### config.mk
export PLATFORM = sky130hd
export DESIGN_NAME = vga_fb_fetch_ctrl
export DESIGN_NICKNAME = d
export VERILOG_FILES = /design/src/rtl/vga_fb_fetch_ctrl.sv
export SDC_FILE = /design/constraint.sdc
export NUM_CORES = 1
export LEC_CHECK = 0
export ABC_AREA = 1
export CORE_MARGIN = 2
export CORE_UTILIZATION = 56
export DETAILED_ROUTE_END_ITERATION = 8
export PLACE_DENSITY = 0.82
export SETUP_SLACK_MARGIN = 0.1
export SLEW_MARGIN = 0
export SYNTH_ARGS = -nofsm -noshare
export SYNTH_HDL_FRONTEND = slang
export SYNTH_SLANG_ARGS = --single-unit
### constraint.sdc
create_clock -name clk -period 4.05 [get_ports clk]
set_input_delay 1.215 -clock clk [delete_from_list [all_inputs] [get_ports clk]]
set_output_delay 1.215 -clock clk [all_outputs]
set_load 0.03 [all_outputs]
### src/rtl/vga_fb_fetch_ctrl.sv
`default_nettype none
// ============================================================================
//  Module      : vga_fb_fetch_ctrl
//  Description : Avalon-MM burst-read scheduler streaming one framebuffer per
//                frame from the DDR3 EMIF into the VGA pixel FIFO. Bursts are
//                issued only when the FIFO can absorb every beat in flight.
//  Revision    : 1.0 - initial release
// ============================================================================
module vga_fb_fetch_ctrl #(
    parameter int DATA_W      = 128,
    parameter int ADDR_W      = 32,
    parameter int BURST_LEN   = 16,
    parameter int FIFO_DEPTH  = 256,
    parameter int FRAME_BEATS = 76800
) (
    input  logic                          clk,
    input  logic                          reset_n,
    input  logic                          enable,
    input  logic [ADDR_W-1:0]             fb_base,
    input  logic                          mem_ready,
    input  logic                          frame_start,
    output logic [ADDR_W-1:0]             avm_address,
    output logic [$clog2(BURST_LEN):0]    avm_burstcount,
    output logic                          avm_read,
    input  logic                          avm_waitrequest,
    input  logic                          avm_readdatavalid,
    input  logic [$clog2(FIFO_DEPTH):0]   fifo_usedw,
    output logic                          fifo_wr,
    output logic                          fifo_clr,
    output logic                          frame_done,
    output logic [15:0]                   late_cnt
);

    localparam int BC_W  = $clog2(BURST_LEN) + 1;
    localparam int OUT_W = $clog2(FIFO_DEPTH) + 1;
    localparam int REM_W = $clog2(FRAME_BEATS + 1);
    localparam int SUM_W = OUT_W + 2;

    typedef enum logic [2:0] {
        S_IDLE        = 3'd0,
        S_SYNC        = 3'd1,
        S_ISSUE       = 3'd2,
        S_CMD         = 3'd3,
        S_DONE_WAIT   = 3'd4,
        S_IDLE_ACTIVE = 3'd5,
        S_DRAIN       = 3'd6
    } state_t;

    state_t              state_q, state_d;
    logic [ADDR_W-1:0]   addr_q, addr_d;
    logic [REM_W-1:0]    remaining_q, remaining_d;
    logic [OUT_W-1:0]    outstanding_q, outstanding_d;
    logic [15:0]         late_q, late_d;
    logic                restart_q, restart_d;     // frame_start seen while a command was stalled
    logic                read_q, read_d;
    logic [ADDR_W-1:0]   avm_addr_q, avm_addr_d;
    logic [BC_W-1:0]     bc_q, bc_d;

    logic                w_run;
    logic                w_acc;
    logic                w_discard;
    logic                w_fits;
    logic [BC_W-1:0]     w_bc;
    logic [OUT_W-1:0]    w_out_inc;
    logic [15:0]         w_late_inc;

    assign w_run      = enable & mem_ready;
    assign w_acc      = read_q & ~avm_waitrequest;
    assign w_bc       = (32'(remaining_q) >= 32'(BURST_LEN)) ? BC_W'(BURST_LEN) : BC_W'(remaining_q);
    assign w_fits     = (SUM_W'(fifo_usedw) + SUM_W'(outstanding_q) + SUM_W'(w_bc)) <= SUM_W'(FIFO_DEPTH);
    assign w_out_inc  = w_acc ? OUT_W'(bc_q) : '0;
    assign w_late_inc = (late_q == 16'hFFFF) ? late_q : late_q + 16'd1;

    assign avm_address    = avm_addr_q;
    assign avm_burstcount = bc_q;
    assign avm_read       = read_q;
    assign late_cnt       = late_q;
    // Returned beats go straight to the FIFO unless the frame is being restarted or aborted.
    assign fifo_wr        = avm_readdatavalid & ~w_discard;

    // State and datapath registers; every counter clears on reset.
    always_ff @(posedge clk or negedge reset_n) begin
        if (!reset_n) begin
            state_q       <= S_IDLE;
            addr_q        <= '0;
            remaining_q   <= '0;
            outstanding_q <= '0;
            late_q        <= '0;
            restart_q     <= 1'b0;
            read_q        <= 1'b0;
            avm_addr_q    <= '0;
            bc_q          <= '0;
        end else begin
            state_q       <= state_d;
            addr_q        <= addr_d;
            remaining_q   <= remaining_d;
            outstanding_q <= outstanding_d;
            late_q        <= late_d;
            restart_q     <= restart_d;
            read_q        <= read_d;
            avm_addr_q    <= avm_addr_d;
            bc_q          <= bc_d;
        end
    end

    // Next-state, command issue, credit accounting and one-cycle strobes.
    always_comb begin
        state_d       = state_q;
        addr_d        = addr_q;
        remaining_d   = remaining_q;
        outstanding_d = outstanding_q + w_out_inc - OUT_W'(avm_readdatavalid);
        late_d        = late_q;
        restart_d     = restart_q;
        read_d        = read_q;
        avm_addr_d    = avm_addr_q;
        bc_d          = bc_q;
        fifo_clr      = 1'b0;
        frame_done    = 1'b0;
        w_discard     = 1'b0;

        case (state_q)
            S_IDLE: begin
                if (w_run && frame_start) state_d = S_SYNC;
            end
            S_SYNC: begin
                // Beats from the abandoned frame are dropped until none remain in flight.
                w_discard = 1'b1;
                if (!w_run) begin
                    state_d = S_DRAIN;
                end else if (outstanding_q == '0) begin
                    fifo_clr    = 1'b1;
                    addr_d      = fb_base;
                    remaining_d = REM_W'(FRAME_BEATS);
                    state_d     = S_ISSUE;
                end
            end
            S_ISSUE: begin
                if (!w_run) begin
                    state_d = S_DRAIN;
                end else if (frame_start) begin
                    late_d  = w_late_inc;
                    state_d = S_SYNC;
                end else if (remaining_q == '0) begin
                    state_d = S_DONE_WAIT;
                end else if (w_fits) begin
                    read_d     = 1'b1;
                    avm_addr_d = addr_q;
                    bc_d       = w_bc;
                    state_d    = S_CMD;
                end
            end
            S_CMD: begin
                // A posted command is held until accepted; it is never withdrawn.
                if (frame_start) late_d = w_late_inc;
                if (w_acc) begin
                    read_d      = 1'b0;
                    addr_d      = addr_q + ADDR_W'(bc_q) * ADDR_W'(DATA_W / 8);
                    remaining_d = remaining_q - REM_W'(bc_q);
                    restart_d   = 1'b0;
                    if (restart_q || frame_start) state_d = S_SYNC;
                    else if (!w_run)              state_d = S_DRAIN;
                    else                          state_d = S_ISSUE;
                end else if (frame_start) begin
                    restart_d = 1'b1;
                end
            end
            S_DONE_WAIT: begin
                if (!w_run) begin
                    state_d = S_DRAIN;
                end else if (frame_start) begin
                    late_d  = w_late_inc;
                    state_d = S_SYNC;
                end else if (outstanding_q == '0) begin
                    frame_done = 1'b1;
                    state_d    = S_IDLE_ACTIVE;
                end
            end
            S_IDLE_ACTIVE: begin
                if (!w_run)           state_d = S_IDLE;
                else if (frame_start) state_d = S_SYNC;
            end
            S_DRAIN: begin
                // Fetch stopped: let in-flight beats land without touching the FIFO.
                w_discard = 1'b1;
                if (outstanding_q == '0) state_d = S_IDLE;
            end
            default: begin
                state_d = S_IDLE;
            end
        endcase
    end

endmodule
`default_nettype wire
==> results.md <==
- Status: finished, final reports clean
- Detailed-placement wirelength estimate: 13900 um
- Ports: around 110
- Worst-Skew Late Latency: 0.43 ns
- Post-synthesis async set-or-reset flop share: 1.00
- Post-synthesis cell area: 0.00751 mm^2
- Slew Viols, Final: 0
- Hold Path Class: reg -> reg
- Syn_nets: between 1k and 1.5k
- Drt initial violations: between 500 and 600
- Gr ovfl total: 0
- Post-route setup slack: around 0.31 ns
- Vias per cell: 5.43
- FILL cells: around 1.1k
- Final Skew: between 0.009 and 0.01 ns
- Sequential cell area fraction in the yosys report: 0.386
- H-tree depth: 4
- DRC viols: 0
- CTS tree: yes
- Initial Utilization: 0.570
- Maximum clock rate: between 200 and 300 MHz
- CTS Root Cell: clkbuf_16
- Drt total wl: ~19000 um
- YS warnings: 0
- Register bit total from synthesis: 116
- Yosys top cell by area: dfrtp_1
- Worst relative slew slack: 0.512
- Critical path startpoint: fifo_usedw[1]
- Std cell rows: 42
- Hold path cells: 2
- RePlAce Congestion: between 0.9 and 1
- # diodes: 0
- Non-filler instance count after layout: about 1.3k
- Nets@finish: ~1.2k
- Area of the multi-input gates: ~0.004 mm^2
- Largest net degree at the start of global routing: between 50 and 60
- Worst-margin pin slew: roughly 0.73 ns
- Syn avg cell area: around 7.5 um^2
- Vias: 7076
- Clock slew seen by the registers of the worst setup and hold paths: 0.05 ns
- Wire per inst: 14.5 um
- Syn Inst Count: between 1k and 1.5k
- Initial antenna violation count: 0
- Share of cells above drive strength 1: 0.0701
- Post-DP Area: roughly 0.0087 mm^2
- Min-delay src: avm_address[11]
- Critical Path Start Type: primary input
- Post-route cell area: between 0.009 and 0.01 mm^2
- Crit path kind: in -> reg
- Die height: between 100 and 150 um
- Global Route Usage Sum: 0.276
- Power density over the cells: 836 mW/mm^2
- Reg2Reg Depth: 23
- DP Worst Slack: -0.110 ns
- Inst Count DP: 1270
- Hold WS: between 0.4 and 0.5 ns
- First-pass GRT wire length: between 30000 and 40000 um
- Worst-path maximum fanout: 57
- Vias in the first global route: ~6.7k
- TritonCTS buffer count: 17
- EDFF count, synth: 0
- Top cells by area, synth: dfrtp_1, nand2_1, inv_1
- Static Leak: 0.00451 uW
- # Max-Cap Violations: 0
- Register area: between 0.002 and 0.003 mm^2
- Die Span X: around 120 um
- Final hold vios: 0
- Die ar.: between 0.01 and 0.015 mm^2
- Unrepaired setup endpoints after global routing: no
- Max clock buf depth: 2
- Antenna-violating nets left: 0
- Maximum vdd drop: just under 0.5 mV
- CTS Sinks: 116
- Post-synth top area share: 0.386
- Setup crit end kind: flop
- Drt first pass iters: 6
- CP arrival: around 4.1 ns
- PortBufs: 104
- P&R area growth vs syn: 24.0%
- Final period utilization: 0.924
- Min cycle time layout: around 3.7 ns
- Endpoints failing setup: 0
- Worst r2r src: remaining_q[5]
- Core footprint: between 0.01 and 0.015 mm^2
- Main flop type after synthesis: dfrtp_1
- Synth cell types: 44
- CP Data Required Time: about 4.4 ns
-- cell type report --
class | count | area share
clock buffer | 18 | 0.0461
clock inverter | 13 | 0.0171
inverter | 139 | 0.0568
multi-input combinational | 725 | 0.421
sequential | 116 | 0.312
tap | 176 | 0.0236
timing repair buffer | 116 | 0.123
-- synthesized netlist by cell type (2+ instances only) --
master	number
a21oi_2	3
nand3_2	2
a21oi_1	30
dfrtp_1	116
o21ai_1	40
inv_2	3
nand2_1	256
o211ai_1	9
nor2_2	3
nor3_2	2
clkbuf_1	6
buf_2	6
xnor2_1	12
nor3_1	8
o21ai_0	47
o31ai_1	3
inv_4	3
nand2_4	4
nand3_1	73
xor2_1	23
nand2_2	2
ha_1	37
nor2_1	103
o21a_1	2
o22ai_1	13
buf_4	2
nor4_1	3
or2_2	5
nor2_4	3
nand4_1	23
buf_6	8
and3_1	2
inv_1	132
fa_1	9
-- worst max-delay path, cell delays in order --
cell	delay [ns]
clkdlybuf4s50_1	0.43
fa_1	0.54
ha_1	0.16
inv_1	0.05
fa_1	0.39
inv_1	0.07
nand2_1	0.04
nand2_1	0.11
nand3_1	0.11
nand2_1	0.07
nand2_1	0.05
nand2_1	0.06
nand3_1	0.08
nand2_1	0.09
nand3_2	0.13
buf_12	0.21
nand2_1	0.11
o21ai_1	0.07
-- sequential cells by signal, indices dropped and copies added (netlist names) --
register and count:
avm_address 32, outstanding_q 9, state_q 3, late_cnt 16, avm_read 1, avm_burstcount 5, addr_q 32, remaining_q 17
restart_q 1
-- cell families after synthesis --
group / after synthesis / synth area share
flip-flops: 116 / 0.386
AND/OR/NAND/NOR: 492 / 0.283
AO/OA/AOI/OAI: 152 / 0.112
buffers and inverters: 162 / 0.0921
XOR/XNOR: 35 / 0.0408
adder cells (fa/ha/maj): 46 / 0.0856
-- cells in the final DEF, fill, tap and decap left out, drive strengths merged, types with 2 or more instances in the layout --
cell and instances:
nand2 262, inv 140, dfrtp 116, nor2 109, clkdlybuf4s50 101, o21ai 87
nand3 75, ha 37, a21oi 33, nand4 23, xor2 23, clkbuf 18
buf 15, o22ai 13, xnor2 12, nor3 10, o211ai 9, fa 9
or2 7, clkinv 6, nor4 3, o31ai 3, bufinv 3, clkinvlp 3
o21a 2, and3 2
-- metrics by stage --
stage | total power [uW] | utilization | setup TNS [ns]
finish | 7780 | 0.706 | 0
detailed placement | 6200 | 0.660 | -2.75
CTS | 7760 | 0.705 | 0
floorplan | 5030 | - | 0
global route | 8440 | 0.706 | 0
global placement | 6100 | 0.660 | -0.0248
-- timing repair --
item | 4_1_cts | 5_1_grt
hold endpoints to repair | 0 | 0
setup buffers | 0 | 2
resized for setup | 0 | 3
endpoints found under the setup margin | 0 | 41
hold buffers | 0 | 0
-- report_power, final --
part,internal (uW),total (uW),switching (uW)
Clock,961,1520,558
Combinational,1570,4120,2550
Sequential,1650,2140,491
-- routing by layer --
metal	vias to the layer above	share of wire	wire length [um]	track usage
met3	35	0.053	996	0.0509
met4	0	0.023	426	0.113
met2	228	0.48	9110	0.464
met5	-	0	0	0
met1	3321	0.44	8390	0.351
li1	3492	-	-	-
-- final timing paths --
path	endpoint	slack (ns)
hold / removal	avm_address[11]	0.49
min in group asynchronous	avm_address[6]	0.79
setup / recovery	avm_address[17]	0.31
max in group asynchronous	restart_q	2.58
hold reg to reg	avm_address[11]	0.49
setup reg to reg	avm_address[17]	0.43
No activity file was read; power rests on OpenSTA's default activity.
